File: config.mk
export PLATFORM = sky130hd
export DESIGN_NAME = mem_arbiter
export DESIGN_NICKNAME = d
export VERILOG_FILES = /design/src/rtl/mem_arb_pkg.sv /design/src/rtl/arb_pick.sv /design/src/rtl/mem_arbiter.sv
export SDC_FILE = /design/constraint.sdc
export NUM_CORES = 1
export LEC_CHECK = 0
export ABC_AREA = 1
export BUFFER_PORTS_ARGS = -buffer_cell sky130_fd_sc_hd__buf_4
export CAP_MARGIN = 30
export CORE_ASPECT_RATIO = 1.1
export CORE_MARGIN = 2
export CORE_UTILIZATION = 43
export DETAILED_ROUTE_END_ITERATION = 12
export PLACE_DENSITY_LB_ADDON = 0.2
export SLEW_MARGIN = 25
export SYNTH_ARGS = -nofsm -noshare
export SYNTH_HDL_FRONTEND = slang
export SYNTH_SLANG_ARGS = --single-unit
File: constraint.sdc
create_clock -name clk -period 4.3 [get_ports clk]
set_clock_uncertainty 0.15 [all_clocks]
set_input_delay 0.86 -clock clk [delete_from_list [all_inputs] [get_ports clk]]
set_output_delay 0.86 -clock clk [all_outputs]
set_load 0.01 [all_outputs]
File: src/rtl/mem_arb_pkg.sv
// Shared encodings and helpers for the IF/MEM single-port RAM arbiter.
package mem_arb_pkg;

    typedef enum logic [1:0] {
        IDLE  = 2'd0,
        ISSUE = 2'd1,
        WAIT  = 2'd2,
        DONE  = 2'd3
    } arb_state_e;

    typedef enum logic {
        OWN_IF = 1'b0,
        OWN_D  = 1'b1
    } owner_e;

    // Wide enough for RAM_LAT up to 4 and STARVE_MAX up to 15.
    localparam int LAT_CNT_W    = 2;
    localparam int STARVE_CNT_W = 4;

    function automatic logic [LAT_CNT_W-1:0] lat_load(input int ram_lat);
        return LAT_CNT_W'(ram_lat - 1);
    endfunction

endpackage

File: src/rtl/arb_pick.sv
// Grant priority between the IF and data ports, with a data-grant starvation
// counter that forces an IF grant after STARVE_MAX back-to-back data grants.
module arb_pick
    import mem_arb_pkg::*;
#(
    parameter int STARVE_MAX = 4
) (
    input  logic clk,
    input  logic reset,
    input  logic if_req,
    input  logic d_req,
    input  logic if_ready,
    input  logic d_ready,
    input  logic grant_evt,
    output logic grant_if,
    output logic grant_d
);

    logic [STARVE_CNT_W-1:0] starve_cnt_q, starve_cnt_d;
    logic                    if_elig;
    logic                    d_elig;
    logic                    starved;

    // A port completing this cycle must not be granted again on the same request.
    assign if_elig = if_req & ~if_ready;
    assign d_elig  = d_req & ~d_ready;
    assign starved = (starve_cnt_q == STARVE_CNT_W'(STARVE_MAX));

    always_comb begin
        grant_if = 1'b0;
        grant_d  = 1'b0;
        if (if_elig && d_elig) begin
            grant_if = starved;
            grant_d  = ~starved;
        end else begin
            grant_if = if_elig;
            grant_d  = d_elig;
        end
    end

    always_comb begin
        starve_cnt_d = starve_cnt_q;
        if (grant_evt) begin
            if (grant_d && if_req) begin
                if (!starved) begin
                    starve_cnt_d = starve_cnt_q + 1'b1;
                end
            end else begin
                starve_cnt_d = '0;
            end
        end
    end

    always_ff @(posedge clk or posedge reset) begin
        if (reset) begin
            starve_cnt_q <= '0;
        end else begin
            starve_cnt_q <= starve_cnt_d;
        end
    end

endmodule

File: src/rtl/mem_arbiter.sv
// Shares one single-port synchronous RAM between the IF and MEM ports: arbitrates,
// sequences each access through the RAM read latency and returns a ready pulse.
module mem_arbiter
    import mem_arb_pkg::*;
#(
    parameter int ADDR_W     = 32,
    parameter int DATA_W     = 32,
    parameter int RAM_LAT    = 1,
    parameter int STARVE_MAX = 4
) (
    input  logic              clk,
    input  logic              reset,
    input  logic              if_req,
    input  logic [ADDR_W-1:0] if_addr,
    output logic [DATA_W-1:0] if_rdata,
    output logic              if_ready,
    input  logic              d_req,
    input  logic              d_we,
    input  logic [ADDR_W-1:0] d_addr,
    input  logic [DATA_W-1:0] d_wdata,
    output logic [DATA_W-1:0] d_rdata,
    output logic              d_ready,
    output logic              ram_en,
    output logic              ram_we,
    output logic [ADDR_W-1:0] ram_addr,
    output logic [DATA_W-1:0] ram_wdata,
    input  logic [DATA_W-1:0] ram_rdata,
    output logic              stall_if,
    output logic              stall_mem,
    output logic              busy
);

    arb_state_e           state_q, state_d;
    owner_e               owner_q, owner_d;
    logic [ADDR_W-1:0]    addr_q, addr_d;
    logic                 we_q, we_d;
    logic [DATA_W-1:0]    wdata_q, wdata_d;
    logic [LAT_CNT_W-1:0] lat_cnt_q, lat_cnt_d;
    logic [DATA_W-1:0]    if_rdata_q, if_rdata_d;
    logic [DATA_W-1:0]    d_rdata_q, d_rdata_d;
    logic                 if_ready_q, if_ready_d;
    logic                 d_ready_q, d_ready_d;

    logic                 grant_if;
    logic                 grant_d;
    logic                 grant_evt;

    assign grant_evt = (state_q == IDLE) && (grant_if || grant_d);

    arb_pick #(
        .STARVE_MAX (STARVE_MAX)
    ) u_pick (
        .clk       (clk),
        .reset     (reset),
        .if_req    (if_req),
        .d_req     (d_req),
        .if_ready  (if_ready_q),
        .d_ready   (d_ready_q),
        .grant_evt (grant_evt),
        .grant_if  (grant_if),
        .grant_d   (grant_d)
    );

    always_comb begin
        state_d    = state_q;
        owner_d    = owner_q;
        addr_d     = addr_q;
        we_d       = we_q;
        wdata_d    = wdata_q;
        lat_cnt_d  = lat_cnt_q;
        if_rdata_d = if_rdata_q;
        d_rdata_d  = d_rdata_q;
        if_ready_d = 1'b0;
        d_ready_d  = 1'b0;

        case (state_q)
            IDLE: begin
                if (grant_if) begin
                    owner_d = OWN_IF;
                    addr_d  = if_addr;
                    we_d    = 1'b0;
                    wdata_d = '0;
                    state_d = ISSUE;
                end else if (grant_d) begin
                    owner_d = OWN_D;
                    addr_d  = d_addr;
                    we_d    = d_we;
                    wdata_d = d_wdata;
                    state_d = ISSUE;
                end
            end
            ISSUE: begin
                if (we_q) begin
                    state_d = DONE;
                end else begin
                    lat_cnt_d = lat_load(RAM_LAT);
                    state_d   = WAIT;
                end
            end
            WAIT: begin
                if (lat_cnt_q == '0) begin
                    if (owner_q == OWN_IF) begin
                        if_rdata_d = ram_rdata;
                    end else begin
                        d_rdata_d = ram_rdata;
                    end
                    state_d = DONE;
                end else begin
                    lat_cnt_d = lat_cnt_q - 1'b1;
                end
            end
            DONE: begin
                state_d = IDLE;
            end
            default: begin
                state_d = IDLE;
            end
        endcase

        // DONE is only ever entered from ISSUE or WAIT, so this is a one-cycle pulse.
        if (state_d == DONE) begin
            if_ready_d = (owner_q == OWN_IF);
            d_ready_d  = (owner_q == OWN_D);
        end
    end

    always_ff @(posedge clk or posedge reset) begin
        if (reset) begin
            state_q    <= IDLE;
            owner_q    <= OWN_IF;
            addr_q     <= '0;
            we_q       <= 1'b0;
            wdata_q    <= '0;
            lat_cnt_q  <= '0;
            if_rdata_q <= '0;
            d_rdata_q  <= '0;
            if_ready_q <= 1'b0;
            d_ready_q  <= 1'b0;
        end else begin
            state_q    <= state_d;
            owner_q    <= owner_d;
            addr_q     <= addr_d;
            we_q       <= we_d;
            wdata_q    <= wdata_d;
            lat_cnt_q  <= lat_cnt_d;
            if_rdata_q <= if_rdata_d;
            d_rdata_q  <= d_rdata_d;
            if_ready_q <= if_ready_d;
            d_ready_q  <= d_ready_d;
        end
    end

    // The RAM is word-addressed: misaligned byte offsets are silently dropped.
    assign ram_en    = (state_q == ISSUE);
    assign ram_we    = ram_en & we_q;
    assign ram_addr  = addr_q & {{(ADDR_W-2){1'b1}}, 2'b00};
    assign ram_wdata = wdata_q;

    assign if_rdata  = if_rdata_q;
    assign d_rdata   = d_rdata_q;
    assign if_ready  = if_ready_q;
    assign d_ready   = d_ready_q;
    assign busy      = (state_q != IDLE);
    assign stall_if  = if_req & ~if_ready_q;
    assign stall_mem = d_req & ~d_ready_q;

endmodule

==> impl_metrics.env <==
export IMPL_grt_setup_unrepaired="no"
export IMPL_post_place_cells=1142
export IMPL_async_reset_ff_share_pct=100
export IMPL_cts_sinks=138
export IMPL_startpoint_type="primary input"
export IMPL_grt_max_degree=71
export IMPL_ir_drop_v=0.000407
export IMPL_synth_area_per_cell_um2=8.29
export IMPL_synth_top_cells_by_area="dfrtp_1 58%, nand2_1 15%, nand3_1 8.4%, inv_1 6.9%, o21ai_0 5.7%"
export IMPL_tightest_slew_ps=739
export IMPL_slew_violations=0
export IMPL_cts_clk_slew_worst_paths_ps=60
export IMPL_dpl_cell_area_mm2=0.00811
export IMPL_synth_area_mm2=0.00600
export IMPL_dp_hpwl_um=11000
export IMPL_vias=5424
export IMPL_cts_buffer_depth=2
export IMPL_synth_ff_type="dfrtp_1"
export IMPL_viasPerCell=4.62
export IMPL_relSlewSlack_pct=50.7
export IMPL_synthSimpleGateAreaFrac_pct=24.4
export IMPL_min_period_ps=2690
export IMPL_post_cts_resized=0
export IMPL_numCtsBuffers=17
export IMPL_post_route_cell_area_mm2=0.00873
export IMPL_whs_ps=326
export IMPL_setup_viol=0
export IMPL_fp_dieArea_mm2=0.0149
export IMPL_antenna_cells=0
export IMPL_ys_top_cells_by_count="241 x nand2_1, 138 x dfrtp_1, 110 x inv_1"
export IMPL_antenna_found_initial=0
export IMPL_synth_top_family_by_area="simple AND/OR/NAND/NOR gates"
export IMPL_crit_arrival_ps=1680
export IMPL_finish_utilization_pct=63.5
export IMPL_ys_ff_latch=138
export IMPL_overflow=0
export IMPL_ios=268
export IMPL_die_y_um=128
export IMPL_multiInputGateArea_mm2=0.00196
export IMPL_fp_dieW_um=117
export IMPL_maxCapViolations=0
export IMPL_nets=1113
export IMPL_htreeDepth=4
export IMPL_wirelength_um=16100
export IMPL_criticalPathCategory="in -> out"
export IMPL_min_delay_path_class="in -> async"
export IMPL_finalCritPeriodShare_pct=62.5
export IMPL_grt_pass1_wl_um=25000
export IMPL_power_density_mw_per_mm2=728
export IMPL_yosysWarnings=0
export IMPL_worst_path_max_fanout=32
export IMPL_drive_gt1_share_pct=31.1
export IMPL_synthAdderAreaFrac_pct=1.46
export IMPL_rows=45
export IMPL_total_power_mw=6.35
export IMPL_cts_setup_buffers=0
export IMPL_finalHoldViolations=0
export IMPL_wl_per_cell_um=13.7
export IMPL_status="complete, no violations"
export IMPL_synth_seq_area_share_pct=57.5
export IMPL_grt_use_total_pct=21.5
export IMPL_core_mm2=0.0137
export IMPL_max_freq_ghz=0.372
export IMPL_io_buffer_count=261
export IMPL_synth_compound_area_share_pct=6.23
export IMPL_cp_required_ps=3290
export IMPL_area_growth_pct=45.4
export IMPL_netlist_area_leader_share_pct=57.5
export IMPL_root_buffer="clkbuf_16"
export IMPL_critPathCaptureType="output pin"
export IMPL_place_gp_congestion=0.794
export IMPL_netlist_cell_type_count=22
export IMPL_tns_ps=0
export IMPL_yosysMostFrequentCell="nand2_1"
export IMPL_drtPass1Iterations=4
export IMPL_yosysTopAreaCell="dfrtp_1"
export IMPL_drt_iter0_markers=301
export IMPL_final_antenna_net_count=0
export IMPL_initial_core_util_pct=43.7
export IMPL_stdcell_count=1173
export IMPL_muxShareOfSynthArea_pct=0
export IMPL_clk_latency_ps=410
export IMPL_grt_pass1_vias=4950
export IMPL_cts_hold_buf=0
export IMPL_leakagePower_nw=5.00
export IMPL_cts_tree="done"
export IMPL_drc=0
export IMPL_synth_xor_area_share_pct=0.146
export IMPL_n_fill_cell=1241
export IMPL_layout_setup_ws_ps=1610
export IMPL_synth_edf_count=0
export IMPL_r2r_slack_ps=1870
export IMPL_dp_slack_ps=1460
export IMPL_register_area_mm2=0.00345
export IMPL_synth_cells=724
## state kept, by name, indices dropped and copies added, names as in the netlist
name	flops
ram_wdata	32
owner_q	1
if_ready	1
state_q	2
if_rdata	32
d_rdata	32
we_q	1
d_ready	1
addr_q	30
u_pick.starve_cnt_q	4
lat_cnt_q	2
## final timing paths
path / endpoint / from / cells past startpoint
worst max-delay path: stall_if / if_req / 5
worst min-delay path: state_q[1] / reset / 2
worst max register to register: addr_q[28] / u_pick.starve_cnt_q[0] / 10
worst min register to register: addr_q[23] / addr_q[23] / 2
max in group asynchronous: ram_wdata[6] / reset / 3
min in group clk: addr_q[23] / addr_q[23] / 2
## cells by family (layout without fill, tap and decap cells)
| kind of cell | after synthesis | in the layout |
|---|---|---|
| other | 1 | 2 |
| and+or+nand+nor | 353 | 353 |
| buffers and inverters | 151 | 411 |
| adders and majority gates | 7 | 7 |
| AOI/OAI and AO/OA | 73 | 73 |
| xor gates and xnor gates | 1 | 1 |
| DFF | 138 | 138 |
## power by group
part / total (mW) / switching [mW] / internal, mW
combinational: 2.60 / 1.40 / 1.20
sequential: 2.26 / 0.340 / 1.92
clock: 1.50 / 0.540 / 0.956
total: 6.35 / 2.28 / 4.07
## final cells by class
| class | count | area share (%) |
|---|---|---|
| clock buffers | 21 | 5.39 |
| clock inverters | 10 | 1.61 |
| inverters | 112 | 4.89 |
| multi-input cells | 436 | 22.4 |
| flip-flops and latches | 138 | 39.6 |
| well taps | 188 | 2.70 |
| repair buffers | 268 | 23.4 |
## routing by layer
metal / track usage (%) / share of wire (%)
met5: 0 / 0
met3: 7.75 / 10
met4: 7.13 / 1.6
met1: 27.5 / 41
met2: 33.9 / 47
## layout by cell type (no fill, tap or decap), drive strengths merged
cell / netlist / layout
ha: 7 / 7
o22ai: 1 / 1
a21oi: 2 / 2
and2: 1 / 1
dfrtp: 138 / 138
clkbuf: 18 / 21
nand4: 2 / 2
nand2: 242 / 242
nor2: 7 / 7
xor2: 1 / 1
conb: 1 / 2
clkinvlp: 0 / 4
buf: 21 / 268
bufinv: 0 / 3
o21ai: 70 / 70
clkinv: 0 / 3
inv: 112 / 112
nand3: 101 / 101
## worst max-delay path, cell delays in order
cell     delay (ps)
buf_4            80
nand2_1         110
inv_1            80
buf_4           340
buf_4           190
Power figures use the tool's default switching activity.
